<file path="src/rtl/multicycle_control.sv">
// Moore controller for the multicycle MIPS datapath: sequences instruction phases
// and drives datapath enables, mux selects and the ALU operation code.
module multicycle_control (
  input  logic       clk,
  input  logic       reset_n,
  input  logic [5:0] op,
  input  logic [5:0] funct,
  input  logic       zero,
  output logic [3:0] state,
  output logic       pcen,
  output logic       irwrite,
  output logic       regwrite,
  output logic       memwrite,
  output logic       iord,
  output logic       memtoreg,
  output logic       regdst,
  output logic       alusrca,
  output logic [1:0] alusrcb,
  output logic [1:0] pcsrc,
  output logic [2:0] alucontrol
);

  typedef enum logic [3:0] {
    S_FETCH    = 4'd0,
    S_DECODE   = 4'd1,
    S_MEMADR   = 4'd2,
    S_MEMRD    = 4'd3,
    S_MEMWB    = 4'd4,
    S_MEMWR    = 4'd5,
    S_EXECUTE  = 4'd6,
    S_ALUWB    = 4'd7,
    S_BRANCH   = 4'd8,
    S_ADDIEXEC = 4'd9,
    S_ADDIWB   = 4'd10,
    S_JUMP     = 4'd11
  } state_t;

  localparam logic [5:0] OP_RTYPE = 6'b000000;
  localparam logic [5:0] OP_LW    = 6'b100011;
  localparam logic [5:0] OP_SW    = 6'b101011;
  localparam logic [5:0] OP_BEQ   = 6'b000100;
  localparam logic [5:0] OP_ADDI  = 6'b001000;
  localparam logic [5:0] OP_J     = 6'b000010;

  state_t     r_state;
  state_t     w_next;
  logic       w_funct_ok;
  logic [2:0] w_funct_alu;
  logic       w_pcwrite, w_branch, w_irwrite, w_regwrite, w_memwrite;
  logic       w_iord, w_memtoreg, w_regdst, w_alusrca;
  logic [1:0] w_alusrcb, w_pcsrc;
  logic [2:0] w_alucontrol;

  always_ff @(posedge clk or negedge reset_n) begin
    if (!reset_n) r_state <= S_FETCH;
    else          r_state <= w_next;
  end

  always_comb begin
    w_funct_ok  = 1'b1;
    w_funct_alu = 3'b010;
    case (funct)
      6'b100000: w_funct_alu = 3'b010;
      6'b100010: w_funct_alu = 3'b110;
      6'b100100: w_funct_alu = 3'b000;
      6'b100101: w_funct_alu = 3'b001;
      6'b101010: w_funct_alu = 3'b111;
      default:   w_funct_ok  = 1'b0;
    endcase
  end

  always_comb begin
    w_next = S_FETCH;
    case (r_state)
      S_FETCH:  w_next = S_DECODE;
      S_DECODE: begin
        case (op)
          OP_LW, OP_SW: w_next = S_MEMADR;
          OP_RTYPE:     w_next = S_EXECUTE;
          OP_BEQ:       w_next = S_BRANCH;
          OP_ADDI:      w_next = S_ADDIEXEC;
          OP_J:         w_next = S_JUMP;
          default:      w_next = S_FETCH;
        endcase
      end
      S_MEMADR:   w_next = (op == OP_SW) ? S_MEMWR : S_MEMRD;
      S_MEMRD:    w_next = S_MEMWB;
      S_EXECUTE:  w_next = w_funct_ok ? S_ALUWB : S_FETCH;
      S_ADDIEXEC: w_next = S_ADDIWB;
      default:    w_next = S_FETCH;
    endcase
  end

  always_comb begin
    w_pcwrite    = 1'b0;
    w_branch     = 1'b0;
    w_irwrite    = 1'b0;
    w_regwrite   = 1'b0;
    w_memwrite   = 1'b0;
    w_iord       = 1'b0;
    w_memtoreg   = 1'b0;
    w_regdst     = 1'b0;
    w_alusrca    = 1'b0;
    w_alusrcb    = 2'b00;
    w_pcsrc      = 2'b00;
    w_alucontrol = 3'b010;
    case (r_state)
      S_FETCH: begin
        w_irwrite = 1'b1;
        w_pcwrite = 1'b1;
        w_alusrcb = 2'b01;
      end
      S_DECODE: w_alusrcb = 2'b11;
      S_MEMADR, S_ADDIEXEC: begin
        w_alusrca = 1'b1;
        w_alusrcb = 2'b10;
      end
      S_MEMRD: w_iord = 1'b1;
      S_MEMWB: begin
        w_regwrite = 1'b1;
        w_memtoreg = 1'b1;
      end
      S_MEMWR: begin
        w_iord     = 1'b1;
        w_memwrite = 1'b1;
      end
      S_EXECUTE: begin
        w_alusrca    = 1'b1;
        w_alucontrol = w_funct_alu;
      end
      S_ALUWB: begin
        w_regwrite = 1'b1;
        w_regdst   = 1'b1;
      end
      S_BRANCH: begin
        w_alusrca    = 1'b1;
        w_alucontrol = 3'b110;
        w_pcsrc      = 2'b01;
        w_branch     = 1'b1;
      end
      S_ADDIWB: w_regwrite = 1'b1;
      S_JUMP: begin
        w_pcsrc   = 2'b10;
        w_pcwrite = 1'b1;
      end
      default: ;
    endcase
  end

  // Every output is held at zero while reset is asserted, independent of the clock.
  assign state      = reset_n ? r_state : 4'd0;
  assign pcen       = reset_n & (w_pcwrite | (w_branch & zero));
  assign irwrite    = reset_n & w_irwrite;
  assign regwrite   = reset_n & w_regwrite;
  assign memwrite   = reset_n & w_memwrite;
  assign iord       = reset_n & w_iord;
  assign memtoreg   = reset_n & w_memtoreg;
  assign regdst     = reset_n & w_regdst;
  assign alusrca    = reset_n & w_alusrca;
  assign alusrcb    = reset_n ? w_alusrcb : 2'b00;
  assign pcsrc      = reset_n ? w_pcsrc : 2'b00;
  assign alucontrol = reset_n ? w_alucontrol : 3'b000;

endmodule

</file>
<file path="config.mk">
export PLATFORM = sky130hd
export DESIGN_NAME = multicycle_control
export DESIGN_NICKNAME = d
export VERILOG_FILES = /design/src/rtl/multicycle_control.sv
export SDC_FILE = /design/constraint.sdc
export NUM_CORES = 1
export LEC_CHECK = 0
export ABC_AREA = 1
export BUFFER_PORTS_ARGS = -buffer_cell sky130_fd_sc_hd__buf_2
export CAP_MARGIN = 20
export CORE_AREA = 2 2 40 42
export CTS_CLUSTER_SIZE = 16
export DETAILED_ROUTE_END_ITERATION = 8
export DIE_AREA = 0 0 42 44
export PLACE_DENSITY = 0.76
export SLEW_MARGIN = 10
export SYNTH_ARGS = -nofsm -noshare
export SYNTH_HDL_FRONTEND = slang
export SYNTH_SLANG_ARGS = --single-unit
</file>
<file path="constraint.sdc">
create_clock -name clk -period 2.45 [get_ports clk]
set_clock_uncertainty 0.15 [all_clocks]
set_input_delay 0.245 -clock clk [delete_from_list [all_inputs] [get_ports clk]]
set_output_delay 0.245 -clock clk [all_outputs]
set_load 0.01 [all_outputs]
</file>
==> flow_summary_export.csv, run 1 <==
group,metric,value,unit
yosys,synthTopCellsByCount,"nand2_1, nor2_1, inv_1",
yosys,yosysWarnings,0,
routing,vias_per_cell,4.747,
timing,setup_ws,0.4237,ns
yosys,yosysTopAreaCell,"nand2_1",
floorplan,die_x,42,um
yosys,synth_area_per_cell,5.320,um2
yosys,synth-seq-cells,4,
pwr,ir_drop,0.0003452,V
cts,tritoncts,"done",
final_layout,drive_above_1_share,37.01,%
floorplan,num_rows,14,
timing,finalCriticalPeriod,2.026,ns
timing,relSlewSlack,79.93,%
cts,clk_pin_slew,0.03,ns
yosys,synth_fp_nets,134,
floorplan,initial_core_util,44.62,%
run_status,status,"complete, no violations",
pwr,p_per_area,608.3,nW/um2
yosys,async_reset_ff_share,100.0,%
routing,drc,0,
timing,tightest_slew,0.3007,ns
grt,grt_pass1_vias,695,
flow_run,cap_viol_max_count,0,
min_path,hold_depth,4,
final_layout,final_util,59.08,%
timing,slew_viol_final,0,
placed_design,detailed_place_hpwl,1342,um
routing,vias,807,
grt,grt_max_degree,14,
grt,overflow,0,
cts,clockBufferDepth,2,
yosys,synth.distinct_cells,20,
grt,gr-usage-all-layers,19.56,%
yosys,syn_inst,119,
worst_setup_path,crit_type,"in -> out",
grt,grt_pass1_wl,2746,um
final_layout,diodes,0,
final_layout,reg_top3,"r_state x4",
yosys,synth_ff_type,"dfrtp_1",
routing,wl_per_cell,9.535,um
yosys,synth_top_area_share,17.19,%
worst_setup_path,rr_worst_depth,7,
grt,antenna_found_initial,0,
final_layout,layout.cells.non_filler,170,
timing,fmax,493.5,MHz
pwr,power.total,509.9,uW
placed_design,place_congestion,0.7954,
placed_design,port_buffers,33,
cts,cts_max_level,1,
yosys,synth_edf_count,0,
timing,finalHoldViolations,0,
yosys,netlist_area,633.1,um2
final_layout,ff_latch_area,100.1,um2
timing,tns,0,ns
min_path,hold_class,"in -> reg",
placed_design,dp_cells,166,
final_layout,top_register,"r_state",
routing,drtIter0Drc,22,
final_layout,nFillCells,152,
worst_setup_path,worstPathRequired,2.06,ns
yosys,synth.most_common_cell,"nand2_1",
pwr,p_leak,0.0005342,uW
timing,report.final.setup_viol,0,
yosys,ys_top_cells_by_area,"nand2_1, dfrtp_1, nor2_1, inv_1, nand3_1",
routing,drt_wl_total,1621,um
cts,numCtsBuffers,3,
floorplan,die_height,44,um
worst_setup_path,crit_fanout,13,
worst_setup_path,cp-end-kind,"output pin",
cts,cts_resized,0,
floorplan,die-area,1848,um2
routing,firstDrtPassIters,4,
final_layout,synthToLayoutAreaGrowth,32.41,%
cts,clock_insertion_delay_worst_skew,0.24,ns
final_layout,largest_register_ffs,4,
placed_design,pre_cts_slack,0.7848,ns
cts,cts.sinks,4,
floorplan,coreArea,1419,um2
timing,rsz0062_at_grt,"false",
worst_setup_path,cp_data_arrival_time,1.63,ns
floorplan,ios,34,
routing,antenna_left,0,
worst_setup_path,r2r_slack,1.06,ns
timing,period_share,82.71,%
final_layout,multi_input_area,426.7,um2
yosys,ys_seq_area_share,15.81,%
worst_setup_path,start_kind,"input port",
cts,root_buffer,"clkbuf_4",
final_layout,nets,171,
repair_timing:
action / in CTS / in global routing
hold endpoints to repair: 4 / 0
setup buffers: 0 / 0
hold buffers: 1 / 0
worst max-delay path, stage by stage:
cell and delay [ns]:
dlygate4sd3_1 0.53, buf_2 0.26, inv_2 0.13, nor2_4 0.14
nand3_2 0.08, o21ai_2 0.11, buf_2 0.14
power by group:
part / internal, uW / switching, uW
Combinational: 108 / 192
Sequential: 85.3 / 40.7
Clock: 54.9 / 28.8
final cells by class:
type | instances | share of cell area, %
Sequential cell | 4 | 11.94
Clock buffer | 3 | 2.687
Multi-Input combinational cell | 88 | 50.90
Tap cell | 16 | 2.388
Inverter | 25 | 11.19
Timing Repair Buffer | 34 | 20.90
final timing paths:
check | to | from
setup / recovery | alucontrol[0] | reset_n
hold / removal | r_state[2]$_DFF_PN0_ | op[4]
setup reg to reg | r_state[2]$_DFF_PN0_ | r_state[0]$_DFF_PN0_
hold reg to reg | r_state[0]$_DFF_PN0_ | r_state[0]$_DFF_PN0_
max in group asynchronous | r_state[0]$_DFF_PN0_ | reset_n
min in group asynchronous | r_state[1]$_DFF_PN0_ | reset_n
cell families (layout without fill, tap and decap cells):
logic type | after synthesis | in the layout | share of synthesized area [%]
AO/OA/AOI/OAI | 11 | 11 | 10.08
buffers and inverters | 27 | 62 | 16.80
AND/OR/NAND/NOR | 77 | 77 | 57.31
flip-flops | 4 | 4 | 15.81
through the flow:
stage	hold WS, ns	area (um2)
3_5_place_dp	-0.02997	805.8
5_1_grt	0.2259	838.3
6_report	0.2159	838.3
3_3_place_gp	-0.03301	805.8
4_1_cts	0.2172	838.3
2_1_floorplan	-0.2006	633.1
cells in the final DEF, fill, tap and decap left out, drive strengths merged:
cell	Yosys	routed
inv	25	25
o21ai	7	7
nand4	2	2
nand2	31	31
nand3	12	12
clkbuf	0	3
a21oi	2	2
dfrtp	4	4
buf	2	33
a22oi	1	1
nor4	1	1
dlygate4sd3	0	1
o21bai	1	1
nor3	2	2
nor2	29	29
layer usage:
metal | vias to the layer above | track usage [%] | wire (um)
li1 | 439 | - | -
met1 | 339 | 23.04 | 741
met2 | 29 | 33.44 | 777
met3 | 0 | 5.833 | 102
met4 | 0 | 7.742 | 0
met5 | - | 0 | 0
Power figures use the tool's default switching activity.
==> inputs of run 2 (changes only) <==
Settings changed: CORE_AREA 2 2 40 42 to 2 2 42 44, DIE_AREA 0 0 42 44 to 0 0 44 46, PLACE_DENSITY 0.76 to 0.7.
Clock period 2.45 ns to 1.9 ns, I/O delays scaled along.
==> run 2 against run 1 <==
  * Critical path depth is the same
  * Combinational power grew 28%
  * Setup slack lost 0.32 ns
  * Sequential share of layout area is essentially flat
  * Utilization shrank 6.7 points
  * Clock power grew 17%
  * Global-route usage shrank 3.8 points
  * Register-to-register slack lost 0.52 ns
  * Die area grew 9.5%
  * Design area grew 0.90%
  * Via count grew 0.74%
  * Power grew 27%
  * Critical endpoint unchanged
==> flow_summary_export.csv, run 2 (synthesis results as in run 1) <==
group,metric,value,unit
worst_setup_path,cp_data_arrival_time,1.45,ns
grt,gr-usage-met2,28.82,%
worst_setup_path,worstPathRequired,1.56,ns
final_layout,final_util,52.40,%
final_layout,synthToLayoutAreaGrowth,33.60,%
placed_design,place_congestion,0.8188,
grt,grt_pass1_vias,639,
routing,drt_wl_total,1590,um
grt,grt_max_degree,11,
worst_setup_path,reg2reg_from,"r_state[0]$_DFF_PN0_",
floorplan,initial_core_util,39.22,%
final_layout,drive_above_1_share,37.66,%
min_path,hold_start,"op[3]",
grt,antenna_found_initial,0,
timing,finalCriticalPeriod,1.795,ns
routing,firstDrtPassIters,4,
worst_setup_path,r2r_slack,0.54,ns
worst_setup_path,rr_worst_depth,7,
cts,clock_insertion_delay_worst_skew,0.23,ns
routing,wl_per_cell,9.298,um
worst_setup_path,crit_fanout,6,
timing,finalHoldViolations,0,
cts,root_buffer,"clkbuf_4",
pwr,power.total,646.9,uW
timing,period_share,94.46,%
final_layout,diodes,0,
floorplan,die_height,46,um
final_layout,largest_register_ffs,4,
worst_setup_path,crit_type,"reg -> out",
run_status,status,"complete, no violations",
grt,top_usage_layer,"met2",
routing,antenna_left,0,
final_layout,top_register,"r_state",
floorplan,num_rows,15,
grt,grt_util_met1,20.80,%
placed_design,detailed_place_hpwl,1341,um
routing,drc,0,
final_layout,final_common_cell,"buf_2",
final_layout,reg_top3,"r_state x4",
timing,fmax,557.2,MHz
final_layout,final_cell_mix,"buf_2, nand2_1, nor2_1",
min_path,hold_class,"in -> reg",
cts,post_cts.repair.setup_buffers,0,
min_path,hold_end,"r_state[3]$_DFF_PN0_",
grt,met3_usage,0,%
timing,relSlewSlack,78.48,%
cts,clk_pin_slew,0.03,ns
cts,cts_max_level,1,
routing,vias_per_cell,4.754,
worst_setup_path,cp-end-kind,"output pin",
placed_design,port_buffers,33,
pwr,p_leak,0.0005347,uW
cts,cts.sinks,4,
routing,vias,813,
cts,tritoncts,"done",
timing,slew_viol_final,0,
worst_setup_path,start_kind,"register",
pwr,ir_drop,0.0003153,V
routing,drtIter0Drc,18,
grt,grt_pass1_wl,2525,um
cts,clockBufferDepth,2,
grt,gr-usage-all-layers,15.72,%
floorplan,die_x,44,um
floorplan,coreArea,1614,um2
timing,report.final.setup_viol,0,
flow_run,cap_viol_max_count,0,
timing,tightest_slew,0.3228,ns
grt,overflow,0,
cts,numCtsBuffers,3,
worst_setup_path,r2r_end,"r_state[2]$_DFF_PN0_",
final_layout,nets,171,
floorplan,ios,34,
min_path,hold_depth,4,
floorplan,die-area,2024,um2
pwr,p_per_area,764.8,nW/um2
[run 2: what timing repair did]
action,4_1_cts,5_1_grt
gates resized for setup,0,2
endpoints found under the hold margin,4,0
hold buffers,1,0
setup endpoints to repair,0,3
[run 2: layout make-up]
class / instances / area [um2]
fill: 175 / 768.2
multi-input combinational: 88 / 431.7
timing repair buffer: 34 / 175.2
sequential: 4 / 101.3
inverter: 25 / 93.84
clock buffer: 3 / 22.52
tap: 17 / 21.27
[run 2: worst max path at each step]
stage,slack (ns),cells past startpoint,start,endpoint
after detailed placement,0.30,6,r_state[2]$_DFF_PN0_,alusrcb[1]
after global placement,0.32,6,r_state[2]$_DFF_PN0_,alusrcb[1]
after floorplan,0.47,5,r_state[3]$_DFF_PN0_,pcen
after CTS,0.07,6,r_state[2]$_DFF_PN0_,alusrcb[1]
after global routing,-0.006,7,r_state[2]$_DFF_PN0_,alucontrol[0]
final,0.11,7,r_state[2]$_DFF_PN0_,alucontrol[0]
[run 2: worst max-delay path: stages, from the launching register on]
cell and delay, ns:
dfrtp_1 0.52, inv_2 0.08, nor2_4 0.12, nand2_2 0.09, nor2_4 0.09, nand3_2 0.08
o21ai_2 0.11, buf_2 0.14
[run 2: stage by stage]
stage               instances  hold WS [ns]   TNS [ns]  setup WS [ns]  area [um2]
finish                    171        0.1764          0         0.1053       845.8
global route              171        0.1864  -0.005828      -0.005828       845.8
CTS                       171        0.1730          0        0.07059       839.6
detailed placement        167      -0.08832          0         0.3044       807.0
global placement          167      -0.08791          0         0.3231       807.0
floorplan                 119       -0.2556          0         0.4661       633.1
[run 2: layer usage]
| layer | part of all wire, % | wire length, um |
|---|---|---|
| met3 | 4.6 | 73 |
| met2 | 50 | 799 |
| met4 | 0 | 0 |
| met1 | 45 | 716 |
| met5 | 0 | 0 |
[run 2: report_power, final]
part	internal [uW]	switching, uW	total [uW]
sequential	111	52.7	163
combinational	142	244	385
clock	70.2	28.1	98.2
==> inputs of run 3 (changes only) <==
Settings changed: PLACE_DENSITY 0.7 to 0.74.
==> run 3 against run 2 <==
  * Die area is the same
  * Cell count is the same
  * Power grew 1.9%
  * Global-route usage grew 0.80 points
  * Sequential power is essentially flat
  * Critical path depth is the same
  * Critical path type unchanged
  * Critical endpoint unchanged
  * Design area shrank 0.15%
  * Routed wire length shrank 0.88%
  * Highest routed layer is now met4
  * Register-to-register slack is essentially flat
==> flow_summary_export.csv, run 3 (synthesis results as in run 1) <==
group,metric,value,unit
timing,rsz0062_at_grt,"false",
grt,overflow,0,
final_layout,final_cell_mix,"buf_2, nand2_1, nor2_1",
worst_setup_path,crit_fanout,6,
worst_setup_path,cp_data_arrival_time,1.46,ns
final_layout,synthToLayoutAreaGrowth,33.40,%
routing,drtIter0Drc,15,
cts,clock_insertion_delay_worst_skew,0.24,ns
routing,drc,0,
cts,tritoncts,"done",
placed_design,place_area,807.0,um2
cts,cts_max_level,1,
cts,root_buffer,"clkbuf_4",
timing,finalHoldViolations,0,
worst_setup_path,critPathTopFamily,"flip-flops",
final_layout,fin_area,844.6,um2
worst_setup_path,path_buf_inv,2,
cts,clk_pin_slew,0.03,ns
worst_setup_path,max_stage_delay,0.51,ns
final_layout,nFillCells,174,
floorplan,num_rows,15,
worst_setup_path,cp_common_cell,"nor2_4",
timing,slew_viol_final,0,
floorplan,die_height,46,um
routing,drt_wl_total,1576,um
grt,grt_pass1_wl,2580,um
final_layout,reg_top3,"r_state x4",
floorplan,die_x,44,um
worst_setup_path,cp-end-kind,"output pin",
worst_setup_path,start_kind,"register",
pwr,power.total,658.9,uW
grt,grt_pass1_vias,664,
worst_setup_path,crit_slowest_cell,"dfrtp_1",
placed_design,port_buffers,33,
final_layout,nets,171,
run_status,status,"complete, no violations",
cts,numCtsBuffers,3,
final_layout,final_common_cell,"buf_2",
placed_design,place_congestion,0.8778,
grt,gr-usage-all-layers,16.52,%
timing,finalCriticalPeriod,1.802,ns
routing,firstDrtPassIters,4,
routing,antenna_left,0,
worst_setup_path,worstPathRequired,1.56,ns
floorplan,die-area,2024,um2
routing,wl_per_cell,9.216,um
cts,clockBufferDepth,2,
placed_design,detailed_place_hpwl,1315,um
timing,period_share,94.86,%
routing,vias_per_cell,4.737,
grt,antenna_found_initial,0,
floorplan,coreArea,1614,um2
final_layout,drive_above_1_share,37.01,%
final_layout,diodes,0,
grt,grt_max_degree,11,
floorplan,ios,34,
cts,cts.sinks,4,
flow_run,cap_viol_max_count,0,
worst_setup_path,cp_cell_sequence,"inv_2, nor2_4, nand2_2, nor2_4, nand3_2, o21ai_2, buf_2",
pwr,p_leak,0.0005364,uW
final_layout,largest_register_ffs,4,
timing,relSlewSlack,79.00,%
timing,report.final.setup_viol,0,
pwr,ir_drop,0.0003241,V
worst_setup_path,crit_type,"reg -> out",
routing,vias,810,
min_path,hold_class,"in -> reg",
pwr,p_per_area,780.2,nW/um2
final_layout,top_register,"r_state",
timing,fmax,554.9,MHz
floorplan,initial_core_util,39.22,%
timing,tightest_slew,0.3149,ns
timing,tns,0,ns
-- run 3: what timing repair did --
item | 4_1_cts | 5_1_grt
endpoints found under the setup margin | 0 | 3
resized for setup | 0 | 1
hold buffers | 1 | 0
endpoints found under the hold margin | 4 | 0
buffers inserted | 0 | 0
-- run 3: report_power, final --
group	leakage, uW	internal, uW	total [uW]	switching, uW
registers	0.0000531	110	162	52.0
clock network	0.0000138	70.8	108	36.9
logic	0.000470	142	389	248
total	0.000536	322	659	337
-- run 3: worst register-to-register path, stage by stage, from the launching register on --
cell and delay [ns]:
dfrtp_1 0.49, nand2_1 0.15, nor2_1 0.19, nand3_1 0.09
nand2_1 0.09, inv_1 0.06, nand3_1 0.06
-- run 3: final timing paths --
path | end | cells after the start | start | slack [ns]
max | alucontrol[0] | 7 | r_state[2]$_DFF_PN0_ | 0.1
min | r_state[2]$_DFF_PN0_ | 4 | op[4] | 0.16
max reg2reg | r_state[2]$_DFF_PN0_ | 6 | r_state[1]$_DFF_PN0_ | 0.55
min reg2reg | r_state[0]$_DFF_PN0_ | 3 | r_state[0]$_DFF_PN0_ | 0.53
max in group asynchronous | r_state[3]$_DFF_PN0_ | 2 | reset_n | 1.12
min in group asynchronous | r_state[1]$_DFF_PN0_ | 2 | reset_n | 0.31
-- run 3: final cells by class --
class                      count  area, um2  share of cell area, %
clock buffer                   3      22.52                  2.667
multi-input combinational     88      431.7                  51.11
tap                           17      21.27                  2.519
sequential                     4      100.1                  11.85
timing repair buffer          34      175.2                  20.74
inverter                      25      93.84                  11.11
-- run 3: through the flow --
stage | instances | hold WS (ns) | utilization, % | setup slack (ns)
floorplan | 119 | -0.2556 | - | 0.4661
global placement | 167 | -0.08525 | 50.00 | 0.3156
detailed placement | 167 | -0.08583 | 50.00 | 0.3026
CTS | 171 | 0.1614 | 52.02 | 0.05930
global route | 171 | 0.2038 | 52.33 | 0.007594
finish | 171 | 0.1582 | 52.33 | 0.09773
-- run 3: per-layer routing --
layer / vias to the layer above / global-route usage [%] / part of all wire, %
li1: 437 / - / -
met1: 348 / 21.72 / 46
met2: 23 / 28.53 / 47
met3: 2 / 0 / 5.1
met4: 0 / 7.273 / 1.3
met5: - / 0 / 0
